===== src/rtl/fetch_queue_pkg.sv =====
// Shared types and core defaults for the fetch-to-decode queue.
// Entry layout is {pc, instr}; widths derive from the struct.
package fetch_queue_pkg;

   typedef struct packed {
      logic [31:0] pc;
      logic [31:0] instr;
   } fq_entry_t;

   localparam int FQ_DATA_W = $bits(fq_entry_t);
   localparam int FQ_DEPTH  = 8;
   localparam int FQ_IN_W   = 2;
   localparam int FQ_OUT_W  = 2;

endpackage


===== src/rtl/fq_lane_count.sv =====
// Combinational popcount of a thermometer-coded lane vector.
// Used for push lane counts and for clipped pop counts.
module fq_lane_count #(
   parameter int W = 2,
   localparam int CW = $clog2(W + 1)
) (
   input  logic [W-1:0]  vec,
   output logic [CW-1:0] num
);

   always_comb begin
      num = '0;
      for (int i = 0; i < W; i++) begin
         num = num + CW'(vec[i]);
      end
   end

endmodule


===== src/rtl/fetch_queue.sv =====
// Multi-lane circular instruction queue between Fetch and Decode.
// Zero-latency read of head lanes; all-or-nothing group push.
module fetch_queue
   import fetch_queue_pkg::*;
#(
   parameter int DATA_W = FQ_DATA_W,
   parameter int DEPTH  = FQ_DEPTH,
   parameter int IN_W   = FQ_IN_W,
   parameter int OUT_W  = FQ_OUT_W,
   localparam int PW = (DEPTH > 1) ? $clog2(DEPTH) : 1,
   localparam int CW = $clog2(DEPTH + 1),
   localparam int TW = $clog2(OUT_W + 1),
   localparam int NW = $clog2(IN_W + 1)
) (
   input  logic                    clk,
   input  logic                    resetn,
   input  logic                    flush,
   input  logic [IN_W-1:0]         in_valid,
   input  logic [IN_W*DATA_W-1:0]  in_data,
   output logic                    in_ready,
   output logic [OUT_W-1:0]        out_valid,
   output logic [OUT_W*DATA_W-1:0] out_data,
   input  logic [TW-1:0]           out_take,
   output logic [CW-1:0]           count
);

   if ((DEPTH & (DEPTH - 1)) != 0) begin : g_chk_pow2
      $error("fetch_queue: DEPTH must be a power of 2");
   end
   if (DEPTH < IN_W) begin : g_chk_in
      $error("fetch_queue: DEPTH must be >= IN_W");
   end
   if (DEPTH < OUT_W) begin : g_chk_out
      $error("fetch_queue: DEPTH must be >= OUT_W");
   end
   if (IN_W < 1 || OUT_W < 1) begin : g_chk_lanes
      $error("fetch_queue: IN_W and OUT_W must be >= 1");
   end

   logic [DATA_W-1:0] mem [DEPTH];
   logic [PW-1:0]     head;
   logic [PW-1:0]     tail;
   logic [CW-1:0]     cnt;

   logic              push;
   logic [NW-1:0]     npush;
   logic [OUT_W-1:0]  take_mask;
   logic [TW-1:0]     ntake;

   // Masking keeps the DEPTH==1 case in range; otherwise a no-op.
   function automatic logic [PW-1:0] wrap(
      input logic [PW-1:0] p,
      input int unsigned   k
   );
      return PW'(p + PW'(k)) & PW'(DEPTH - 1);
   endfunction

   assign in_ready = (CW'(DEPTH) - cnt) >= CW'(IN_W);
   assign push     = in_ready & in_valid[0];
   assign count    = cnt;

   always_comb begin
      out_valid = '0;
      out_data  = '0;
      take_mask = '0;
      for (int i = 0; i < OUT_W; i++) begin
         out_valid[i] = cnt > CW'(i);
         out_data[i*DATA_W +: DATA_W] = mem[wrap(head, i)];
         take_mask[i] = out_valid[i] & (out_take > TW'(i));
      end
   end

   fq_lane_count #(.W(IN_W)) u_push_cnt (
      .vec (in_valid),
      .num (npush)
   );

   // Masking by out_valid clips the pop to what is present.
   fq_lane_count #(.W(OUT_W)) u_take_cnt (
      .vec (take_mask),
      .num (ntake)
   );

   always_ff @(posedge clk) begin
      if (resetn && !flush && push) begin
         for (int i = 0; i < IN_W; i++) begin
            if (in_valid[i]) begin
               mem[wrap(tail, i)] <= in_data[i*DATA_W +: DATA_W];
            end
         end
      end
   end

   always_ff @(posedge clk) begin
      if (!resetn || flush) begin
         head <= '0;
         tail <= '0;
         cnt  <= '0;
      end else begin
         head <= wrap(head, int'(ntake));
         if (push) begin
            tail <= wrap(tail, int'(npush));
            cnt  <= cnt + CW'(npush) - CW'(ntake);
         end else begin
            cnt  <= cnt - CW'(ntake);
         end
      end
   end

   a_thermo: assert property (
      @(posedge clk) disable iff (!resetn)
      ((in_valid & (in_valid + IN_W'(1))) == '0)
   ) else $error("fetch_queue: in_valid not thermometer");

   a_take: assert property (
      @(posedge clk) disable iff (!resetn)
      (out_take <= TW'(OUT_W))
   ) else $error("fetch_queue: out_take exceeds OUT_W");

endmodule

===== config.mk =====
export PLATFORM = sky130hd
export DESIGN_NAME = fetch_queue
export DESIGN_NICKNAME = d
export VERILOG_FILES = /design/src/rtl/fetch_queue_pkg.sv /design/src/rtl/fq_lane_count.sv /design/src/rtl/fetch_queue.sv
export SDC_FILE = /design/constraint.sdc
export NUM_CORES = 1
export LEC_CHECK = 0
export ABC_CLOCK_PERIOD_IN_PS = 5610
export CAP_MARGIN = 20
export CELL_PAD_IN_SITES_DETAIL_PLACEMENT = 0
export CELL_PAD_IN_SITES_GLOBAL_PLACEMENT = 1
export CORE_MARGIN = 1
export CORE_UTILIZATION = 51
export DETAILED_ROUTE_END_ITERATION = 10
export HOLD_SLACK_MARGIN = 0.15
export PLACE_DENSITY = 0.83
export SLEW_MARGIN = 10
export SYNTH_ARGS = -nofsm -noshare
export SYNTH_HDL_FRONTEND = slang
export SYNTH_SLANG_ARGS = --single-unit

===== constraint.sdc =====
create_clock -name clk -period 5.61 [get_ports clk]
set_input_delay 0.8415 -clock clk [delete_from_list [all_inputs] [get_ports clk]]
set_output_delay 0.8415 -clock clk [all_outputs]
set_load 0.01 [all_outputs]

==> impl_metrics.ini, run 1 <==
[clock_tree]
htree_num_levels = 2
clk_path_buf_depth = 3
cts_setup_buffers = 0
cts.repair.resized = 0
cts_tree = done
cts_sinks = 522
hold_buffers = 0
clock_latency_ps = 610
numCtsBuffers = 58
cts_root_buf = clkbuf_16
clkTransAtPathRegs_ps = 60

[yosys]
synth.most_common_cell = mux2_2
syn_inst = 1668
syn_avg_cell_area_um2 = 18.2
synth_cell_types = 35
synth_area_mm2 = 0.0304
synthMuxAreaShare_pct = 42.8
synth_xor_xnor_area_share_pct = 0.317
synth_ff_type = edfxtp_1
synth_edf_count = 512
yosys-top-cells-area = edfxtp_1, mux2_2, mux4_2
synth_adder_area_share_pct = 1.03
yosysTopAreaCellShare_pct = 50.7
synth_top_family_by_area = multiplexers
synth_seq_cells = 522
async_flop_share_pct = 0
ys_seq_area_share_pct = 51.3
yosys.area.top_type = edfxtp_1
yosys_warnings = 0
synth-compound-area-share_pct = 0.511
synth_common_cells = mux2_2, edfxtp_1, mux4_2, buf_6, clkbuf_1
synth_fp_nets = 1825
yosys.area_share.simple_pct = 0.833

[layout]
fin_nets = 2057
postLayoutCellArea_mm2 = 0.0354
drive_above_1_share_pct = 52.9
areaGrowthSynthToFinish_pct = 16.8

[pwr]
ir_worst_vdd_mv = 0.372
power_leakage_uw = 0.0110
p_per_area_mw_per_mm2 = 388

[die]
num_io_pins = 270
core_mm2 = 0.0589
die_area_mm2 = 0.0605
fp.dieW_um = 246
fp.dieH_um = 246
initial_core_util_pct = 51.5
rows = 89

[sta]
skew_ps = 18.6
rsz0062_at_grt = false
fin_setup_tns_ps = 0
fin_crit_sh_pct = 81.8
slew-limit-headroom_pct = 34.5
tightest_slew_ps = 982
final.min_clock_period_ps = 4590
finalHoldViolCount = 0
setup_viol = 0
maxSlewViolCount = 0
hold_ws_ps = 604
clock.fmax_mhz = 218

[job]
max_cap_violations = 0

[placement]
hpwl_mm = 45.2
placed_cell_area_mm2 = 0.0336
io_buffers = 269
gp_congestion = 0.768

[worst_setup_path]
cp.arrival_ps = 3750
critPathTopFamily = buffers and inverters
cpPeakStageDelay_ps = 780
critPathBufInv = 2
crit_path_end_kind = output pin
path_class = reg -> out
start_kind = flip-flop
crit_path_top_delay_cell = dfxtp_4
required_ps = 4770
critPathMaxFanout = 114
critical_path.cell_chain = ha_4 > buf_12 > mux4_2 > mux2_2 > clkdlybuf4s50_1

[global_route]
gr-total-overflow = 0
grt_max_degree = 134
grt_usage_pct = 26.8
antenna_found_initial = 14
grt_pass1_vias = 18600
grt_pass1_wl_mm = 119

[routing]
vias = 17500
drc_errors = 0
ant_nets = 0
avgViaCountPerCell = 6.44
wire_per_inst_um = 29.5
drtPass1Iterations = 7
wirelength_mm = 80.3
initialDrtViolationCount = 1293

[worst_hold_path]
hp-class = reg -> reg

[status]
status = complete, no violations
per-layer routing:
layer	global-route usage, %	part of all wire (%)	routed length (µm)
met4	7.38	2.4	1940
met1	36.6	42	33500
met2	43.8	49	39700
met3	5.23	6.3	5090
met5	0	0.096	77
cell type report:
cell class | count | area, µm²
diodes | 7 | 17.5
inverters | 19 | 71.3
clock inverters | 30 | 248
clock buffers | 72 | 1530
multi-input cells | 1000 | 13900
well taps | 773 | 967
fillers | 4320 | 23500
repair buffers | 299 | 3090
flip-flops and latches | 522 | 15600
worst reg2reg max path, stage by stage (launching register included):
cell	delay, ps
dfxtp_1	460
inv_1	190
ha_1	260
xnor2_1	140
nor3_2	320
a211oi_4	190
nand2_4	500
buf_4	850
mux2_2	450
worst paths after layout:
check / start / to / slack, ps / depth (start not counted)
setup / recovery: head[1]$_SDFF_PP0_ / out_data[80] / 1020 / 5
hold / removal: tail[1]$_SDFFE_PP0N_ / tail[1]$_SDFFE_PP0N_ / 600 / 2
setup reg to reg: count[1]$_SDFF_PP0_ / mem[5][0]$_DFFE_PP_ / 1980 / 8
hold reg to reg: tail[1]$_SDFFE_PP0N_ / tail[1]$_SDFFE_PP0N_ / 600 / 2
power breakdown:
group / internal, µW / switching (µW)
registers: 4440 / 111
clock network: 2090 / 1540
logic: 3140 / 2440
sequential cells by signal (all words and copies together), names as in the netlist:
name   cells
head       3
mem      512
count      4
tail       3
through the flow:
stage / worst slack [ps] / utilization [%] / cells / total power, µW
3_5_place_dp: 1560 / 57.1 / 2613 / 10200
4_1_cts: 969 / 60.1 / 2715 / 13900
5_1_grt: 889 / 60.2 / 2721 / 14300
3_3_place_gp: 1650 / 57.1 / 2613 / 10200
6_report: 1020 / 60.2 / 2722 / 13800
2_1_floorplan: 499 / - / 1668 / 8140
kinds of logic after synthesis:
kind of cell             count (synthesis)
multiplexers                           897
buffers and inverters                  146
AND/OR/NAND/NOR                         48
flip-flops                             522
AO/OA/AOI/OAI                           22
adder cells (fa/ha/maj)                 22
XOR/XNOR                                11
layout by cell type (no fill, tap or decap), types with 7 or more instances in the layout:
cell type and instances:
diode_2 7, nor2_1 9, a211oi_1 7, mux2_2 640
mux4_2 256, edfxtp_1 512, ha_1 16, buf_4 16
buf_12 14, dfxtp_1 7, inv_1 19, clkbuf_1 13
clkbuf_16 59, clkdlybuf4s50_1 269, clkinv_1 13, clkinv_2 9
Note: power is estimated with default switching activity, not from simulation.
==> run 2, diff against run 1 <==
- ABC_CLOCK_PERIOD_IN_PS: 5610 -> 3710
- CORE_UTILIZATION: 51 -> 46
- PLACE_DENSITY: 0.83 -> 0.79
- clock period: 5.61 -> 3.71 ns (I/O delays scaled with it)
==> run 2 against run 1 <==
Against the previous run: first-iteration DRC count down 0.23%; setup slack worse by 900 ps; sequential share of layout area down 0.41 points; die area up 11%; largest power group unchanged; global-route usage down 2.5 points; combinational power up 57%.
==> impl_metrics.ini, run 2 (synthesized netlist as in run 1, its figures left out) <==
[sta]
fin_crit_sh_pct = 96.8
setup_slack_ps = 120
skew_ps = 9.75
finalHoldViolCount = 0
clock.fmax_mhz = 279
fin_setup_tns_ps = 0
slew-limit-headroom_pct = 45.5
final.min_clock_period_ps = 3590
maxSlewViolCount = 0
tightest_slew_ps = 817
rsz0062_at_grt = false
setup_viol = 0

[global_route]
grt_usage_pct = 24.2
gr-total-overflow = 0
grt_pass1_wl_mm = 120
antenna_found_initial = 14
grt_max_degree = 93
grt_pass1_vias = 18500

[die]
die_area_mm2 = 0.0670
fp.dieH_um = 259
initial_core_util_pct = 46.8
rows = 93
core_mm2 = 0.0648
num_io_pins = 270
fp.dieW_um = 259

[layout]
fin_nets = 2065
fin_cells = 2816
mostFrequentLayoutCell = mux2_2
top_register = mem
largest_reg_flops = 512
drive_above_1_share_pct = 53.1
layout_common_cells = mux2_2, edfxtp_1, clkdlybuf4s50_1, mux4_2, clkbuf_16
areaGrowthSynthToFinish_pct = 17.8

[routing]
drc_errors = 0
drtPass1Iterations = 5
wirelength_mm = 81.4
ant_nets = 0
vias = 17500
initialDrtViolationCount = 1290
wire_per_inst_um = 28.9
avgViaCountPerCell = 6.21

[worst_hold_path]
hp-class = reg -> reg
min_from = tail[1]$_SDFFE_PP0N_

[pwr]
p_sw_uw = 6360
power_leakage_uw = 0.0111
intPower_uw = 14500
ir_worst_vdd_mv = 0.507
power_uw = 20800
switching_share_pct = 30.5
p_per_area_mw_per_mm2 = 583
power_frac_seq_pct = 32.9
power_frac_comb_pct = 41.9
pwr-share-clk_pct = 25.2

[clock_tree]
clk_path_buf_depth = 3
cts_tree = done
htree_num_levels = 2
cts_root_buf = clkbuf_16
cts_sinks = 522
numCtsBuffers = 57
clock_latency_ps = 620
clkTransAtPathRegs_ps = 60

[job]
max_cap_violations = 0

[worst_setup_path]
crit_start = head[0]$_SDFF_PP0_
crit_path_end_kind = output pin
required_ps = 3150
cp.arrival_ps = 3030
start_kind = flip-flop
reg2reg_from = count[1]$_SDFF_PP0_
path_class = reg -> out
critPathMaxFanout = 85

[placement]
dp.cells = 2703
io_buffers = 269
pre_cts_slack_ps = 462
gp_congestion = 0.760
hpwl_mm = 44.1

[status]
status = complete, no violations
[run 2: changes by cell type in the layout (fill, tap and decap cells not counted)]
cell | previous run | this run
buf_12 | 14 | 31
buf_4 | 16 | 6
clkinv_2 | 9 | 13
bufinv_16 | 4 | 1
clkbuf_16 | 59 | 57
clkinv_1 | 13 | 15
clkinv_8 | 0 | 2
buf_16 | 0 | 1
buf_8 | 0 | 1
[run 2: layer usage]
layer  vias up  track usage (%)  part of all wire [%]
met3       125             4.61                   6.1
met5         -                0                  0.11
met1      9340             32.6                    42
met4        14             6.80                   2.6
met2       526             40.2                    50
li1       7480                -                     -
[run 2: final timing paths]
kind,cells after the start,end,slack (ps)
max,4,out_data[95],120
max reg2reg,12,count[3]$_SDFF_PP0_,630
min,2,tail[1]$_SDFFE_PP0N_,600
min reg2reg,2,tail[1]$_SDFFE_PP0N_,600
[run 2: repair_timing]
item                       CTS  global route
setup buffers                1             0
gates resized for setup      0             1
hold buffers                 0             0
pin swaps                    1             0
setup endpoints to repair    6             1
[run 2: critical path, cell delays in order (launching register included)]
cell	delay, ps
dfxtp_4	440
buf_12	380
mux4_2	610
mux2_2	280
clkdlybuf4s50_1	490
[run 2: cell type report]
type,instances,area (µm²)
Antenna cell,7,17.5
Multi-Input combinational cell,1000,13900
Clock buffer,70,1480
Fill cell,5039,29000
Tap cell,855,1070
Inverter,19,71.3
Sequential cell,522,15600
Clock inverter,35,218
Timing Repair Buffer,308,3400
[run 2: through the flow]
step                util, %  cell area [µm²]  hold slack [ps]
detailed placement     52.5            34000              594
finish                 55.2            35800              604
CTS                    55.1            35700              604
global route           55.2            35800              629
global placement       52.5            34000              569
floorplan                 -            30400              536
[run 2: power groups by stage]
| stage | sequential, µW | combinational, µW | clock [µW] |
|---|---|---|---|
| 4_1_cts | 6850 | 8850 | 5350 |
| 6_report | 6850 | 8730 | 5260 |
| 5_1_grt | 6870 | 9280 | 5550 |
| 3_5_place_dp | 6970 | 8770 | 0 |
| 2_1_floorplan | 6930 | 5380 | 0 |
| 3_3_place_gp | 6960 | 8720 | 0 |
==> run 3, diff against run 2 <==
- PLACE_DENSITY: 0.79 -> 0.86
==> run 3 against run 2 <==
Against the previous run: flip-flop and latch count unchanged; power down 0.11%; clock skew up 8.6 ps; sequential power up 0.6%.
==> impl_metrics.ini, run 3 (synthesized netlist as in run 1, its figures left out) <==
[status]
status = complete, no violations

[worst_hold_path]
min_path_cells = 2
hp-class = reg -> reg
worstHoldEndpoint = tail[1]$_SDFFE_PP0N_
min_from = tail[1]$_SDFFE_PP0N_

[clock_tree]
cts_tree = done
htree_num_levels = 2
clock_latency_ps = 620
cts_sinks = 522
hold_buffers = 0
clk_path_buf_depth = 3
cts_root_buf = clkbuf_16
clkTransAtPathRegs_ps = 60
numCtsBuffers = 55

[sta]
hold_ws_ps = 592
maxSlewViolCount = 0
final.min_clock_period_ps = 3580
fin_setup_tns_ps = 0
slew-limit-headroom_pct = 38.5
clock.fmax_mhz = 280
fin_crit_sh_pct = 96.4
skew_ps = 18.4
tightest_slew_ps = 922
finalHoldViolCount = 0
rsz0062_at_grt = false
setup_viol = 0

[worst_setup_path]
crit_path_end_kind = output pin
critPathTopFamily = buffers and inverters
critPathMaxFanout = 26
path_class = reg -> out
reg2reg_from = count[1]$_SDFF_PP0_
reg2reg_slack_ps = 590
cpPeakStageDelay_ps = 550
cp_common_cell = buf_12
required_ps = 3150
critical_path.cell_chain = buf_12 > buf_12 > mux4_2 > mux2_2 > clkdlybuf4s50_1
start_kind = flip-flop
critPathBufInv = 3
cp.arrival_ps = 3020
reg2regPathDepth = 8
r2r_end = mem[6][49]$_DFFE_PP_
crit_start = head[0]$_SDFF_PP0_
crit_path_top_delay_cell = mux4_2

[layout]
fin_cells = 2830
drive_above_1_share_pct = 53.3
mostFrequentLayoutCell = mux2_2
layout_common_cells = mux2_2, edfxtp_1, clkdlybuf4s50_1, mux4_2, clkbuf_16
finish.utilization_pct = 55.3
areaGrowthSynthToFinish_pct = 18.1
top_register = mem
fin_nets = 2081
largest_reg_flops = 512

[pwr]
power_leakage_uw = 0.0112
ir_worst_vdd_mv = 0.440
p_per_area_mw_per_mm2 = 581

[global_route]
grt_pass1_vias = 19100
antenna_found_initial = 18
gr-total-overflow = 0
grt_pass1_wl_mm = 122
grt_usage_pct = 24.7
grt_max_degree = 66

[routing]
wire_per_inst_um = 29.1
wirelength_mm = 82.3
drc_errors = 0
vias = 17600
drtPass1Iterations = 4
initialDrtViolationCount = 1295
ant_nets = 0
avgViaCountPerCell = 6.22

[placement]
dp.cells = 2721
hpwl_mm = 47.6
io_buffers = 269
gp_congestion = 0.787

[die]
core_mm2 = 0.0648
fp.dieH_um = 259
initial_core_util_pct = 46.8
num_io_pins = 270
die_area_mm2 = 0.0670
rows = 93
fp.dieW_um = 259

[job]
max_cap_violations = 0
run 3: cell types whose count changed in the layout (fill, tap and decap cells not counted), sizes merged:
| cell | previous run | this run |
|---|---|---|
| clkinv | 32 | 18 |
| clkbuf | 70 | 76 |
| clkinvlp | 1 | 4 |
| buf | 39 | 57 |
| bufinv | 1 | 2 |
run 3: worst max path at each step:
| stage | endpoint | cells past startpoint |
|---|---|---|
| 2_1_floorplan | mem[3][0]$_DFFE_PP_ | 7 |
| 3_3_place_gp | mem[2][41]$_DFFE_PP_ | 7 |
| 3_5_place_dp | mem[4][55]$_DFFE_PP_ | 6 |
| 4_1_cts | out_data[17] | 4 |
| 5_1_grt | out_data[31] | 4 |
| 6_report | out_data[95] | 5 |
run 3: worst min-delay path: cells and delay by family (launching register included):
kind / cells / cell delay [ps]
compound gates: 1 / 50
flops: 1 / 370
simple gates: 1 / 120
run 3: timing repair:
item / in CTS / in global routing
setup buffers: 1 / 0
endpoints found under the setup margin: 27 / 0
gates resized for setup: 0 / 0
run 3: routing by layer:
| metal | track usage [%] | part of all wire, % | wire [µm] | vias to the layer above |
|---|---|---|---|---|
| met5 | 0 | 0.19 | 155 | - |
| met4 | 7.43 | 2.5 | 2040 | 24 |
| met3 | 4.84 | 6.9 | 5700 | 142 |
| met2 | 42.7 | 52 | 42400 | 626 |
| met1 | 31.5 | 39 | 32000 | 9305 |
| li1 | - | - | - | 7495 |
run 3: final cells by class:
class                           count  area, µm²
Fill cell                        4903      29000
Clock buffer                       76       1480
Sequential cell                   522      15600
Multi-Input combinational cell   1000      13900
Timing Repair Buffer              326       3520
Inverter                           19       71.3
Tap cell                          855       1070
Antenna cell                        7       17.5
Clock inverter                     25        188
run 3: per-stage QoR:
step           setup slack, ps  cell area [µm²]  total power [µW]
2_1_floorplan            -1400            30400             12300
3_3_place_gp               384            34100             15700
3_5_place_dp               366            34100             15800
4_1_cts                    101            35800             21000
5_1_grt                   38.4            35800             21700
6_report                   134            35900             20800
run 3: power by group:
group / switching [µW] / total [µW] / internal (µW)
registers: 171 / 6890 / 6720
logic: 3800 / 8730 / 4920
clock network: 2300 / 5210 / 2910
